<file path="src/rtl/sbox_lane_pipe.sv">
// Multi-lane AES S-box / inverse S-box, three register stages with a
// single global stall. Each lane substitutes one byte per beat; the mode
// and sideband tag ride along with the data.
module sbox_lane_pipe #(
  parameter int unsigned LANES = 4,
  parameter int unsigned TAG_W = 4
) (
  input  logic                 clk,
  input  logic                 rst_n,
  input  logic                 in_valid,
  output logic                 in_ready,
  input  logic                 in_inv,
  input  logic [8*LANES-1:0]   in_data,
  input  logic [TAG_W-1:0]     in_tag,
  output logic                 out_valid,
  input  logic                 out_ready,
  output logic [8*LANES-1:0]   out_data,
  output logic [TAG_W-1:0]     out_tag,
  output logic                 out_inv
);

  // GF(2^8) multiply modulo x^8+x^4+x^3+x+1.
  function automatic logic [7:0] gf_mul(input logic [7:0] a, input logic [7:0] b);
    logic [7:0] p;
    logic [7:0] aa;
    logic [7:0] bb;
    p  = '0;
    aa = a;
    bb = b;
    for (int unsigned i = 0; i < 8; i++) begin
      if (bb[0]) p = p ^ aa;
      aa = aa[7] ? ({aa[6:0], 1'b0} ^ 8'h1b) : {aa[6:0], 1'b0};
      bb = {1'b0, bb[7:1]};
    end
    return p;
  endfunction

  // Multiplicative inverse as a^254 (maps 0 to 0).
  function automatic logic [7:0] gf_inv(input logic [7:0] a);
    logic [7:0] t;
    logic [7:0] r;
    t = a;
    r = 8'h01;
    for (int unsigned i = 1; i < 8; i++) begin
      t = gf_mul(t, t);
      r = gf_mul(r, t);
    end
    return r;
  endfunction

  function automatic logic [7:0] affine(input logic [7:0] b);
    return b ^ {b[6:0], b[7]} ^ {b[5:0], b[7:6]} ^ {b[4:0], b[7:5]} ^
           {b[3:0], b[7:4]} ^ 8'h63;
  endfunction

  function automatic logic [2047:0] build_fwd();
    logic [2047:0] t;
    t = '0;
    for (int unsigned i = 0; i < 256; i++)
      t[8*i +: 8] = affine(gf_inv(i[7:0]));
    return t;
  endfunction

  function automatic logic [2047:0] build_inv(input logic [2047:0] f);
    logic [2047:0] t;
    t = '0;
    for (int unsigned i = 0; i < 256; i++)
      t[{f[8*i +: 8], 3'b000} +: 8] = i[7:0];
    return t;
  endfunction

  // Byte x of each table lives at bits [8x+7:8x].
  localparam logic [2047:0] SBOX_FWD = build_fwd();
  localparam logic [2047:0] SBOX_INV = build_inv(SBOX_FWD);

  logic advance;

  // Stage 1: eight candidate rows per table, indexed by x[7:5].
  logic [LANES-1:0][7:0][7:0] row_f_nxt;
  logic [LANES-1:0][7:0][7:0] row_i_nxt;
  logic [LANES-1:0][7:0][7:0] s1_row_f;
  logic [LANES-1:0][7:0][7:0] s1_row_i;
  logic [LANES-1:0][2:0]      s1_sel;
  logic                       s1_valid;
  logic                       s1_mode;
  logic [TAG_W-1:0]           s1_tag;

  // Stage 2: two candidates per lane, indexed by x[7].
  logic [LANES-1:0][1:0][7:0] cand_nxt;
  logic [LANES-1:0][1:0][7:0] s2_cand;
  logic [LANES-1:0]           s2_hi;
  logic                       s2_valid;
  logic                       s2_mode;
  logic [TAG_W-1:0]           s2_tag;

  logic [8*LANES-1:0]         out_nxt;

  // Global stall: everything moves only when the output slot can drain.
  always_comb begin
    advance  = !out_valid || out_ready;
    in_ready = advance;
  end

  // 32:1 lookup on x[4:0] for every row of both tables.
  always_comb begin
    row_f_nxt = '0;
    row_i_nxt = '0;
    for (int unsigned l = 0; l < LANES; l++) begin
      for (int unsigned r = 0; r < 8; r++) begin
        row_f_nxt[l][r] = SBOX_FWD[{r[2:0], in_data[8*l +: 5], 3'b000} +: 8];
        row_i_nxt[l][r] = SBOX_INV[{r[2:0], in_data[8*l +: 5], 3'b000} +: 8];
      end
    end
  end

  // Stage 1 register; payload loads only for real beats.
  always_ff @(posedge clk or negedge rst_n) begin
    if (!rst_n) begin
      s1_valid <= 1'b0;
      s1_mode  <= 1'b0;
      s1_tag   <= '0;
      s1_row_f <= '0;
      s1_row_i <= '0;
      s1_sel   <= '0;
    end else if (advance) begin
      s1_valid <= in_valid;
      if (in_valid) begin
        s1_mode  <= in_inv;
        s1_tag   <= in_tag;
        s1_row_f <= row_f_nxt;
        s1_row_i <= row_i_nxt;
        for (int unsigned l = 0; l < LANES; l++)
          s1_sel[l] <= in_data[8*l+5 +: 3];
      end
    end
  end

  // 4:1 select on x[6:5] plus table choice by mode.
  always_comb begin
    cand_nxt = '0;
    for (int unsigned l = 0; l < LANES; l++) begin
      for (int unsigned h = 0; h < 2; h++) begin
        cand_nxt[l][h] = s1_mode ? s1_row_i[l][{h[0], s1_sel[l][1:0]}]
                                 : s1_row_f[l][{h[0], s1_sel[l][1:0]}];
      end
    end
  end

  // Stage 2 register.
  always_ff @(posedge clk or negedge rst_n) begin
    if (!rst_n) begin
      s2_valid <= 1'b0;
      s2_mode  <= 1'b0;
      s2_tag   <= '0;
      s2_cand  <= '0;
      s2_hi    <= '0;
    end else if (advance) begin
      s2_valid <= s1_valid;
      if (s1_valid) begin
        s2_mode <= s1_mode;
        s2_tag  <= s1_tag;
        s2_cand <= cand_nxt;
        for (int unsigned l = 0; l < LANES; l++)
          s2_hi[l] <= s1_sel[l][2];
      end
    end
  end

  // Final 2:1 select on x[7].
  always_comb begin
    out_nxt = '0;
    for (int unsigned l = 0; l < LANES; l++)
      out_nxt[8*l +: 8] = s2_cand[l][s2_hi[l]];
  end

  // Output register; holds last beat through bubbles and stalls.
  always_ff @(posedge clk or negedge rst_n) begin
    if (!rst_n) begin
      out_valid <= 1'b0;
      out_data  <= '0;
      out_tag   <= '0;
      out_inv   <= 1'b0;
    end else if (advance) begin
      out_valid <= s2_valid;
      if (s2_valid) begin
        out_data <= out_nxt;
        out_tag  <= s2_tag;
        out_inv  <= s2_mode;
      end
    end
  end

endmodule

</file>
<file path="config.mk">
export PLATFORM = sky130hd
export DESIGN_NAME = sbox_lane_pipe
export DESIGN_NICKNAME = d
export VERILOG_FILES = /design/src/rtl/sbox_lane_pipe.sv
export SDC_FILE = /design/constraint.sdc
export NUM_CORES = 2
export LEC_CHECK = 0
export CAP_MARGIN = 20
export CORE_MARGIN = 10
export CORE_UTILIZATION = 40
export CTS_BUF_LIST = sky130_fd_sc_hd__clkbuf_4 sky130_fd_sc_hd__clkbuf_8 sky130_fd_sc_hd__clkbuf_16
export DETAILED_ROUTE_END_ITERATION = 12
export GPL_TIMING_DRIVEN = 0
export PLACE_DENSITY = 0.52
export REMOVE_ABC_BUFFERS = 1
export SYNTH_ARGS = -nofsm -noshare
export SYNTH_HDL_FRONTEND = slang
export SYNTH_SLANG_ARGS = --single-unit
</file>
<file path="constraint.sdc">
create_clock -name clk -period 5 [get_ports clk]
set_input_delay 0.75 -clock clk [delete_from_list [all_inputs] [get_ports clk]]
set_output_delay 0.75 -clock clk [all_outputs]
set_load 0.1 [all_outputs]
</file>
Yosys cells after proc, flatten, opt, wreduce, memory -nomap -nowiden:

Index checks and enable logic that the tools add are counted.

* bits in registers: 642
* bits of input ports: 41
* output and inout bits: 39

* $lt $le $gt $ge: 12
* shift-type cells: 64
* muxes and demuxes: 48
* reduce and logical (&&, ||, !) cells: 5

Operators with widths (number)
* $shiftx 2048x12->8 const A: 32
* $shiftx 2048x11->8 const A: 16
* $shiftx 2048x10->8 const A: 8
* $shiftx 2048x9->8 const A: 8
* $bmux 8 s2: 16
* $mux 8: 32
* $lt 2x4->1 const B: 4
* $lt 3x4->1 const B: 4
* $lt 1x2->1 const B: 4
* $reduce_and 2->1: 3
* $logic_not 1->1: 1
* $logic_or 1x1->1: 1

Longest topological paths before layout:

* depth in word-level cells: 3
* mapped depth: 10
* mapped depth without buffers: 6

Worst setup path before layout:

No wires, ideal clock.

* kind: input to register
* from: input in_data[25]
* to: register s1_row_i[209] (netlist name)
* arrival time: 2621 ps
* path slack: 2258 ps
* stages: 10
* path through: buf_2 -> buf_2 -> inv_1 -> ha_1 -> buf_2 -> clkbuf_1 -> nand2_1 -> nand3_1 -> a31oi_1 -> a22o_1

* cells in the longest elaborated chain, start to end: 1

RTL lines
* start: declaration: RTL line 13 `input logic [8*LANES-1:0] in_data,`
* $shiftx 2048x11->8: RTL line 111 `row_i_nxt[l][r] = SBOX_INV[{r[2:0], in_data[8*l +: 5], 3'b000} +: 8];`
* end signal: assignment: RTL line 131 `s1_row_i <= row_i_nxt;`
* end: declaration: RTL line 82 `logic [LANES-1:0][7:0][7:0] s1_row_i;`

No other way between the ends.
A chain may end at the register's enable or synchronous reset.

Final worst setup path:

* from: input in_data[0]
* to: register s1_row_i[49] (netlist name)

* cells in the longest elaborated chain, start to end: 1

RTL lines (RTL line)
* $shiftx 2048x12->8: 111

No other way between the ends.

==> results_dict.tcl <==
set metrics [dict create \
    status "finished clean" \
    holdCritPathClass "in -> async" \
    clock_skew_ns 0.0342 \
    synth_area_per_cell_sq_um 8.50 \
    routed_wl_mm 214 \
    maxCapViolCount 0 \
    use_met3_pct 7.57 \
    fmax_ghz 0.222 \
    hold_violations 0 \
    cts.sinks 642 \
    clk_latency_ns 0.69 \
    final-max-slew-violation-count 0 \
    finalCriticalPeriod_ns 4.50 \
    grtUsageMet2_pct 45.2 \
    p_total_uw 22400 \
    via_per_inst 6.91 \
    clkTransAtPathRegs_ns 0.07 \
    h-tree-depth 3 \
    grt_overflow 0 \
    worstPathArrival_ns 5.06 \
    ys_ff_latch 642 \
    die_x_um 359 \
    die_area_sq_mm 0.129 \
    critPathKind "in -> reg" \
    grt_util_all_layers_pct 31.5 \
    grt_max_degree 155 \
    ir_worst_vdd_mv 0.401 \
    initial_core_util_pct 40.3 \
    max-clock-path-buffers 3 \
    die_h_um 359 \
    rows 124 \
    cts_root_buffer "clkbuf_16" \
    cp-end-kind "flip-flop" \
    postCtsSetupBuffers 0 \
    yosys_warnings 0 \
    drive_gt1_share_pct 9.85 \
    wire_per_inst_um 32.3 \
    placement.io_buffers 79 \
    cts_hold_buf 0 \
    dpl_cell_area_sq_mm 0.0475 \
    core_sq_mm 0.114 \
    drc 0 \
    ys_seq_area_share_pct 34.9 \
    crit_fanout 31 \
    hpwl_mm 147 \
    antenna_found_initial 5 \
    first_pass_iters 9 \
    rsz0062_at_grt "false" \
    async_flop_share_pct 100 \
    syn-instance-count 5420 \
    use_met1_pct 43.7 \
    final_cell_area_sq_mm 0.0502 \
    detail-route-antenna-nets 0 \
    setup_violations 0 \
    finalSetupTns_ns 0 \
    cts_made_buffers 78 \
    place_congestion 1.01 \
    vias 45600 \
    syn_to_final_growth_pct 9.03 \
    setup.worst_path.start_class "primary input" \
    final_util_pct 43.9 \
    io_pins 80 \
    grt_pass1_vias 43300 \
    p_leak_uw 0.0195 \
    hold_ws_ns 0.0291 \
    busiest_layer "met2" \
    cts_tree "done" \
    power_density_mw_per_mm2 447 \
    drtIter0Drc 8045 \
    ys.flop_type "dfrtp_1" \
    cts_resized 0 \
    num-nets-final 5152 \
    required_ns 5.56 \
    diodes 0 \
    slew_headroom_pct 14.6 \
    post-route-period-util_pct 90.0 \
    worstMarginPinSlew_ns 1.27 \
    synth_edf_count 0 \
    syn_area_sq_mm 0.0461 \
    synth_cell_types 93 \
    grt_pass1_wl_mm 311 \
]
-- registers in the layout (all words and copies together), names as in the netlist, 4 cells and up --
register / cells
s2_tag: 4
out_data: 32
s1_sel: 12
s2_cand: 64
s1_tag: 4
out_tag: 4
s2_hi: 4
s1_row_i: 256
s1_row_f: 256
-- routing by layer --
metal	wire [um]	vias up
met4	13100	8
met5	60	-
met3	23000	682
met2	88600	3129
met1	88800	22300
li1	-	19500
-- cells in the final DEF (no fill, tap or decap), types with 58 or more instances in the layout --
cell type        Yosys  routed
nand3_1            159     159
nor2_1             455     455
mux2i_1            113     113
o21ai_1             58      58
ha_1                72      72
nor3_1             196     192
o31ai_1            106     106
a311oi_1            75      75
a31oi_1            166     166
a21oi_1            453     453
nand2_1            552     551
a211oi_1            81      81
clkdlybuf4s50_1      0      60
clkbuf_16            0      82
dfrtp_1            642     633
nor2b_1            118     118
nand2b_1           145     145
mux4_2             137     137
o21ai_0            369     369
-- path summary, 6_finish.rpt --
kind / end / from / depth (start not counted) / slack, ns
min reg2reg: s1_row_i[59] / s1_row_i[59] / 2 / 0.47
max in group asynchronous: s1_mode / rst_n / 4 / 2.98
min in group clk: s1_row_i[59] / s1_row_i[59] / 2 / 0.47
max reg2reg: s1_row_f[139] / out_valid / 8 / 1.62
min: s1_row_i[81] / rst_n / 1 / 0.03
max: s1_row_i[49] / in_data[0] / 8 / 0.50
-- logic make-up after synthesis --
logic type	share of synthesized area (%)
AO/OA/AOI/OAI	27.4
AND/OR/NAND/NOR	19.0
buffers and inverters	6.64
flip-flops	34.9
multiplexers	9.81
adder cells (fa/ha/maj)	1.96
XOR/XNOR	0.307
-- worst max-delay path, cell delays in order --
cell     delay [ns]
buf_2          0.68
inv_1          0.58
ha_1           1.05
nor2b_1        0.32
buf_4          0.30
o21ai_0        0.73
nand3_1        0.37
o221a_2        0.24
-- power breakdown --
part / internal (uW) / leakage [uW] / switching [uW]
clock: 3580 / 0.00133 / 2450
sequential: 6790 / 0.00751 / 1230
combinational: 3140 / 0.0106 / 5260
-- synth_stat cells, drive strengths merged (33+ instances only) --
cell    count  area [sq um]
o21ai     427          2140
buf       390          2080
a21o       51           383
a21oi     453          2270
or2        40           250
a31oi     166          1040
o31ai     106           796
ha         72           901
a311oi     75           657
nor3      198          1000
and2       56           353
o311ai     55           482
o21a       39           293
nand2b    146           921
dfrtp     642         16100
nand2     556          2100
a221oi     33           289
nor2b     120           756
a211oi     81           608
mux4      137          3090
nor2      462          1750
nand3     159           796
clkbuf    231           868
mux2i     113          1130
o22ai      34           213
o211ai     57           428
o221ai     38           333
-- per-stage QoR --
step,worst slack [ns],cells
floorplan,-7.45,4799
global placement,-27.86,6390
detailed placement,0.0996,6469
CTS,0.490,6607
global route,0.612,6609
finish,0.498,6609
-- cell type report --
| type | instances | area [sq um] |
|---|---|---|
| Inverter | 31 | 119 |
| Timing Repair Buffer | 160 | 2490 |
| Clock inverter | 26 | 313 |
| Tap cell | 1512 | 1890 |
| Fill cell | 11400 | 64100 |
| Multi-Input combinational cell | 4126 | 27000 |
| Sequential cell | 642 | 16100 |
| Clock buffer | 112 | 2350 |
(Power assumes the default switching activity.)
